$ cat config.mk
export PLATFORM = sky130hd
export DESIGN_NAME = matrix_mem_loader_flat
export DESIGN_NICKNAME = d
export VERILOG_FILES = /design/src/rtl/matrix_mem_loader_if.sv /design/src/rtl/matrix_mem_loader.sv /design/src/flat_wrapper.sv
export SDC_FILE = /design/constraint.sdc
export NUM_CORES = 1
export LEC_CHECK = 0
export CELL_PAD_IN_SITES_DETAIL_PLACEMENT = 1
export CELL_PAD_IN_SITES_GLOBAL_PLACEMENT = 2
export CORE_MARGIN = 5
export CORE_UTILIZATION = 44
export DETAILED_ROUTE_END_ITERATION = 16
export PLACE_DENSITY_LB_ADDON = 0.1
export SETUP_SLACK_MARGIN = 0.15
export SYNTH_ARGS = -nofsm -noshare
export SYNTH_HDL_FRONTEND = slang
export SYNTH_SLANG_ARGS = --single-unit
$ cat constraint.sdc
create_clock -name clock -period 6.8 [get_ports clock]
set_clock_uncertainty 0.1 [all_clocks]
set_input_delay 2.04 -clock clock [delete_from_list [all_inputs] [get_ports clock]]
set_output_delay 2.04 -clock clock [all_outputs]
set_load 0.02 [all_outputs]
$ cat src/rtl/matrix_mem_loader_if.sv
// Bundle between the matrix loader and its host / determinant-datapath partners.
// The master side is the host plus datapath; the loader owns the slave side.
interface matrix_mem_loader_if #(
  parameter int AW = 4,
  parameter int DW = 8,
  parameter int RW = 16
);
  logic          load_start;
  logic [AW-1:0] load_base;
  logic          wr_valid;
  logic [DW-1:0] wr_data;
  logic          wr_ready;
  logic [AW-1:0] adress;
  logic [DW-1:0] data_out;
  logic          Start;
  logic [AW-1:0] start_adress;
  logic          Done;
  logic [RW-1:0] out_put_det3;
  logic          busy;
  logic [RW-1:0] result;
  logic          result_valid;

  modport master (
    output load_start, load_base, wr_valid, wr_data, adress, Done, out_put_det3,
    input  wr_ready, data_out, Start, start_adress, busy, result, result_valid
  );

  modport slave (
    input  load_start, load_base, wr_valid, wr_data, adress, Done, out_put_det3,
    output wr_ready, data_out, Start, start_adress, busy, result, result_valid
  );
endinterface

$ cat src/rtl/matrix_mem_loader.sv
// Memory-side partner of the 3x3 determinant unit: loads the matrix into a small store,
// kicks the datapath, serves its reads and writes the 16-bit determinant back as two bytes.
module matrix_mem_loader #(
  parameter int AW     = 4,
  parameter int DW     = 8,
  parameter int N_ELEM = 9,
  parameter int RW     = 16
) (
  input  logic               clock,
  input  logic               reset,
  matrix_mem_loader_if.slave bus
);

  localparam int            CW     = $clog2(N_ELEM + 1);
  localparam int            DEPTH  = 2 ** AW;
  localparam logic [CW-1:0] LAST   = CW'(N_ELEM - 1);
  localparam logic [AW-1:0] OFS_LO = AW'(N_ELEM);
  localparam logic [AW-1:0] OFS_HI = AW'(N_ELEM + 1);

  typedef enum logic [2:0] {
    S_IDLE,
    S_LOAD,
    S_KICK,
    S_WAIT,
    S_WB_LO,
    S_WB_HI
  } state_t;

  state_t        state_q, state_d;
  logic [AW-1:0] base_q, base_d;
  logic [CW-1:0] cnt_q, cnt_d;
  logic [RW-1:0] result_q, result_d;
  logic          rv_q, rv_d;

  logic          mem_we;
  logic [AW-1:0] mem_wa;
  logic [DW-1:0] mem_wd;
  logic [DW-1:0] mem_q [DEPTH];

  always_ff @(posedge clock) begin
    if (reset) begin
      state_q  <= S_IDLE;
      base_q   <= '0;
      cnt_q    <= '0;
      result_q <= '0;
      rv_q     <= 1'b0;
    end else begin
      state_q  <= state_d;
      base_q   <= base_d;
      cnt_q    <= cnt_d;
      result_q <= result_d;
      rv_q     <= rv_d;
    end
  end

  // Store is deliberately not reset: a reset mid-load leaves the bytes already written.
  always_ff @(posedge clock) begin
    if (mem_we) begin
      mem_q[mem_wa] <= mem_wd;
    end
  end

  always_comb begin
    state_d  = state_q;
    base_d   = base_q;
    cnt_d    = cnt_q;
    result_d = result_q;
    rv_d     = rv_q;
    mem_we   = 1'b0;
    mem_wa   = base_q + AW'(cnt_q);
    mem_wd   = bus.wr_data;
    unique case (state_q)
      S_IDLE: begin
        if (bus.load_start) begin
          base_d  = bus.load_base;
          cnt_d   = '0;
          rv_d    = 1'b0;
          state_d = S_LOAD;
        end
      end
      S_LOAD: begin
        // wr_ready is high throughout LOAD, so a valid beat is always a transfer.
        if (bus.wr_valid) begin
          mem_we = 1'b1;
          cnt_d  = cnt_q + 1'b1;
          if (cnt_q == LAST) begin
            state_d = S_KICK;
          end
        end
      end
      S_KICK: state_d = S_WAIT;
      S_WAIT: begin
        if (bus.Done) begin
          result_d = bus.out_put_det3;
          state_d  = S_WB_LO;
        end
      end
      S_WB_LO: begin
        mem_we  = 1'b1;
        mem_wa  = base_q + OFS_LO;
        mem_wd  = result_q[DW-1:0];
        state_d = S_WB_HI;
      end
      S_WB_HI: begin
        mem_we  = 1'b1;
        mem_wa  = base_q + OFS_HI;
        mem_wd  = result_q[RW-1:DW];
        rv_d    = 1'b1;
        state_d = S_IDLE;
      end
      default: state_d = S_IDLE;
    endcase
  end

  assign bus.wr_ready     = (state_q == S_LOAD);
  assign bus.Start        = (state_q == S_KICK);
  assign bus.busy         = (state_q != S_IDLE);
  assign bus.start_adress = base_q;
  assign bus.result       = result_q;
  assign bus.result_valid = rv_q;
  assign bus.data_out     = mem_q[bus.adress];

endmodule

$ cat src/flat_wrapper.sv
// flat-port wrapper written by rule: the top's interface ports become plain ports
module matrix_mem_loader_flat 
#(
  parameter int AW     = 4,
  parameter int DW     = 8,
  parameter int N_ELEM = 9,
  parameter int RW     = 16
)
  (clock, reset, bus_load_start, bus_load_base, bus_wr_valid, bus_wr_data, bus_adress, bus_Done, bus_out_put_det3, bus_wr_ready, bus_data_out, bus_Start, bus_start_adress, bus_busy, bus_result, bus_result_valid);
  matrix_mem_loader_if #(.AW(AW), .DW(DW), .RW(RW)) bus_i ();
  input  logic clock;
  input  logic reset;
  input wire logic [$bits(bus_i.load_start)-1:0] bus_load_start;
  input wire logic [$bits(bus_i.load_base)-1:0] bus_load_base;
  input wire logic [$bits(bus_i.wr_valid)-1:0] bus_wr_valid;
  input wire logic [$bits(bus_i.wr_data)-1:0] bus_wr_data;
  input wire logic [$bits(bus_i.adress)-1:0] bus_adress;
  input wire logic [$bits(bus_i.Done)-1:0] bus_Done;
  input wire logic [$bits(bus_i.out_put_det3)-1:0] bus_out_put_det3;
  output wire logic [$bits(bus_i.wr_ready)-1:0] bus_wr_ready;
  output wire logic [$bits(bus_i.data_out)-1:0] bus_data_out;
  output wire logic [$bits(bus_i.Start)-1:0] bus_Start;
  output wire logic [$bits(bus_i.start_adress)-1:0] bus_start_adress;
  output wire logic [$bits(bus_i.busy)-1:0] bus_busy;
  output wire logic [$bits(bus_i.result)-1:0] bus_result;
  output wire logic [$bits(bus_i.result_valid)-1:0] bus_result_valid;
  assign bus_i.load_start = bus_load_start;
  assign bus_i.load_base = bus_load_base;
  assign bus_i.wr_valid = bus_wr_valid;
  assign bus_i.wr_data = bus_wr_data;
  assign bus_i.adress = bus_adress;
  assign bus_i.Done = bus_Done;
  assign bus_i.out_put_det3 = bus_out_put_det3;
  assign bus_wr_ready = bus_i.wr_ready;
  assign bus_data_out = bus_i.data_out;
  assign bus_Start = bus_i.Start;
  assign bus_start_adress = bus_i.start_adress;
  assign bus_busy = bus_i.busy;
  assign bus_result = bus_i.result;
  assign bus_result_valid = bus_i.result_valid;
  matrix_mem_loader #(.AW(AW), .DW(DW), .N_ELEM(N_ELEM), .RW(RW)) u_core (.clock(clock), .reset(reset), .bus(bus_i));
endmodule
==> results.json <==
{
  "n_fill_cell": 1404,
  "synth_top_area_cell": "edfxtp_1",
  "cts.repair.resized": 0,
  "grt_max_degree": 33,
  "required_ns": 4.66,
  "area_growth_pct": 25.7,
  "hold_violations": 0,
  "synth-async-reset-ratio_pct": 0,
  "final_nets": 539,
  "synth-seq-cells": 156,
  "syn_nets": 452,
  "reg2reg_depth": 8,
  "cts_sinks": 156,
  "cts_tree": "yes",
  "setup_ws_ns": 0.428,
  "cts_max_level": 4,
  "status": "finished clean",
  "core-area_mm2": 0.0145,
  "start_util_pct": 45.0,
  "max_clock_freq_mhz": 157,
  "finalCritPeriodShare_pct": 93.7,
  "die_area_mm2": 0.0174,
  "synth-adder-area-share_pct": 1.46,
  "antenna_found_initial": 0,
  "first_pass_iters": 5,
  "finalSetupViolCount": 0,
  "tightest_slew_ns": 1.11,
  "grt.overflow.total": 0,
  "slew_headroom_pct": 25.8,
  "ios": 69,
  "worst-path-max-fanout": 32,
  "setup_tns_ns": 0,
  "cp-end-kind": "output port",
  "drt_iter0_drc": 245,
  "cp-start-kind": "primary input",
  "cts_hold_buf": 0,
  "synth_top_area_share_pct": 58.8,
  "p_leak_nw": 2.72,
  "gp_congestion": 0.760,
  "yosys_most_used_dff": "edfxtp_1",
  "period_needed_ns": 6.37,
  "vias_per_cell": 5.54,
  "synth_xor_area_share_pct": 0.919,
  "finalPower_mw": 2.19,
  "ant_nets": 0,
  "wl_mm": 15.5,
  "synthMuxAreaShare_pct": 15.9,
  "root_buffer": "clkbuf_16",
  "ff_latch_area_mm2": 0.00440,
  "ys_seq_area_share_pct": 67.4,
  "cts-buffers-inserted": 17,
  "layout-drive-gt1-share_pct": 20.9,
  "vias": 3836,
  "io_buffers": 68,
  "arrival_ns": 4.23,
  "insertion_delay_ns": 0.43,
  "yosys.cell_types.count": 39,
  "hp-class": "reg -> reg",
  "synth-edff-count": 128,
  "synth_compound_area_share_pct": 5.49,
  "cts_setup_buffers": 0,
  "grt_use_total_pct": 18.8,
  "die_w_um": 132,
  "dp_slack_ns": 0.420,
  "ir_drop_mv": 0.184,
  "ys_warn_count": 0,
  "synth_top_family_by_area": "multiplexers",
  "grt_pass1_vias": 4204,
  "syn-instance-count": 408,
  "path_clk_slew_ns": 0.06,
  "drcViolationCount": 0,
  "worstHoldPathCells": 2,
  "syn_area_per_cell_um2": 16.0,
  "synth.area.top_cells": "edfxtp_1 59%, mux4_2 14%, dfxtp_1 8.6%",
  "rsz0062_at_grt": "no",
  "worstSetupPathType": "in -> out",
  "rows": 44,
  "drv_slew": 0,
  "maxCapViolCount": 0,
  "die_h_um": 132,
  "multi_input_area_mm2": 0.00206,
  "syn_area_mm2": 0.00654,
  "clk_path_buf_depth": 2,
  "antennaDiodeCount": 0,
  "post_drt_wl_per_cell_um": 22.4,
  "grt_pass1_wl_mm": 24.8,
  "dp_hpwl_mm": 10.3,
  "synthSimpleGateAreaFrac_pct": 7.08,
  "power.density_mw_per_mm2": 266
}
-- cells in the final DEF, fill, tap and decap left out, types with 4 or more instances in the layout --
| master | Yosys | final |
|---|---|---|
| edfxtp_1 | 128 | 128 |
| clkdlybuf4s50_1 | 0 | 67 |
| nand2_1 | 58 | 58 |
| mux4_2 | 40 | 40 |
| a21oi_1 | 34 | 34 |
| dfxtp_1 | 28 | 28 |
| buf_4 | 0 | 18 |
| clkbuf_16 | 0 | 17 |
| mux2i_1 | 13 | 13 |
| o21ai_0 | 9 | 8 |
| a211oi_2 | 0 | 8 |
| nor2_1 | 7 | 7 |
| inv_1 | 7 | 7 |
| nand3b_1 | 6 | 6 |
| ha_1 | 6 | 6 |
| nand2b_1 | 4 | 4 |
| nor3_1 | 4 | 4 |
| xor2_1 | 4 | 4 |
| nand3_1 | 4 | 4 |
| bufinv_16 | 0 | 4 |
-- flip-flops by register name, indices dropped and copies added (netlist names) --
signal                   cells
u_core.bus.start_adress      4
u_core.state_q               3
u_core.bus.result_valid      1
u_core.mem_q               128
u_core.cnt_q                 4
u_core.bus.result           16
-- synthesized netlist by cell type, drive strengths merged (2+ instances only) --
cell type and n:
edfxtp 128, nor2 7, o21ai 9, nand3 4, nor3 4, or3 2, nand3b 6, and2 3
dfxtp 28, a211oi 11, ha 6, inv 7, a2111oi 3, nand2b 4, a21oi 34, mux2i 13
xor2 5, clkbuf 13, mux4 40, nand2 58, buf 8
-- power breakdown --
| part | internal [mW] | switching (mW) |
|---|---|---|
| registers | 1.04 | 0.00417 |
| clock network | 0.614 | 0.381 |
| logic | 0.0742 | 0.0729 |
-- critical path, stage by stage --
cell	delay, ns
clkdlybuf4s50_1	0.51
buf_12	0.23
mux4_2	0.35
mux4_2	0.53
clkdlybuf4s50_1	0.56
-- path summary, 6_finish.rpt --
kind | slack (ns) | end | startpoint
max | 0.43 | bus_data_out[1] | bus_adress[1]
min | 0.38 | u_core.bus.result[12] | u_core.bus.result[12]
max reg2reg | 2.94 | u_core.mem_q[14][0] | u_core.state_q[2]
min reg2reg | 0.38 | u_core.bus.result[12] | u_core.bus.result[12]
-- routing by layer --
layer | share of wire (%) | vias up | global-route usage (%)
li1 | - | 1773 | -
met1 | 43 | 1942 | 24.5
met2 | 52 | 104 | 31.6
met3 | 4.4 | 17 | 4.96
met4 | 0.89 | 0 | 4.97
met5 | 0 | - | 0
-- per-stage QoR --
stage                     instance area, um^2  hold slack [ns]  cells  utilization (%)
after floorplan                          6540            0.374    408                -
after global routing                     8210            0.403    692             56.5
after detailed placement                 7590            0.369    660             52.2
final                                    8210            0.377    692             56.5
after CTS                                8210            0.380    692             56.5
after global placement                   7590            0.358    660             52.2
-- logic make-up (layout without fill, tap and decap cells) --
kind of cell             count (synthesis)  in the layout
flip-flops                             156            156
AND/OR/NAND/NOR                         97             97
AO/OA/AOI/OAI                           60             60
multiplexers                            54             54
buffers and inverters                   28            128
adder cells (fa/ha/maj)                  7              7
XOR/XNOR                                 6              6
-- cell type report --
type,instances,share of cell area [%]
repair buffers,89,10.6
inverters,7,0.320
multi-input cells,224,25.1
clock buffers,17,5.18
flip-flops and latches,156,53.6
well taps,184,2.80
clock inverters,15,2.39
No activity file was read; power rests on OpenSTA's default activity.
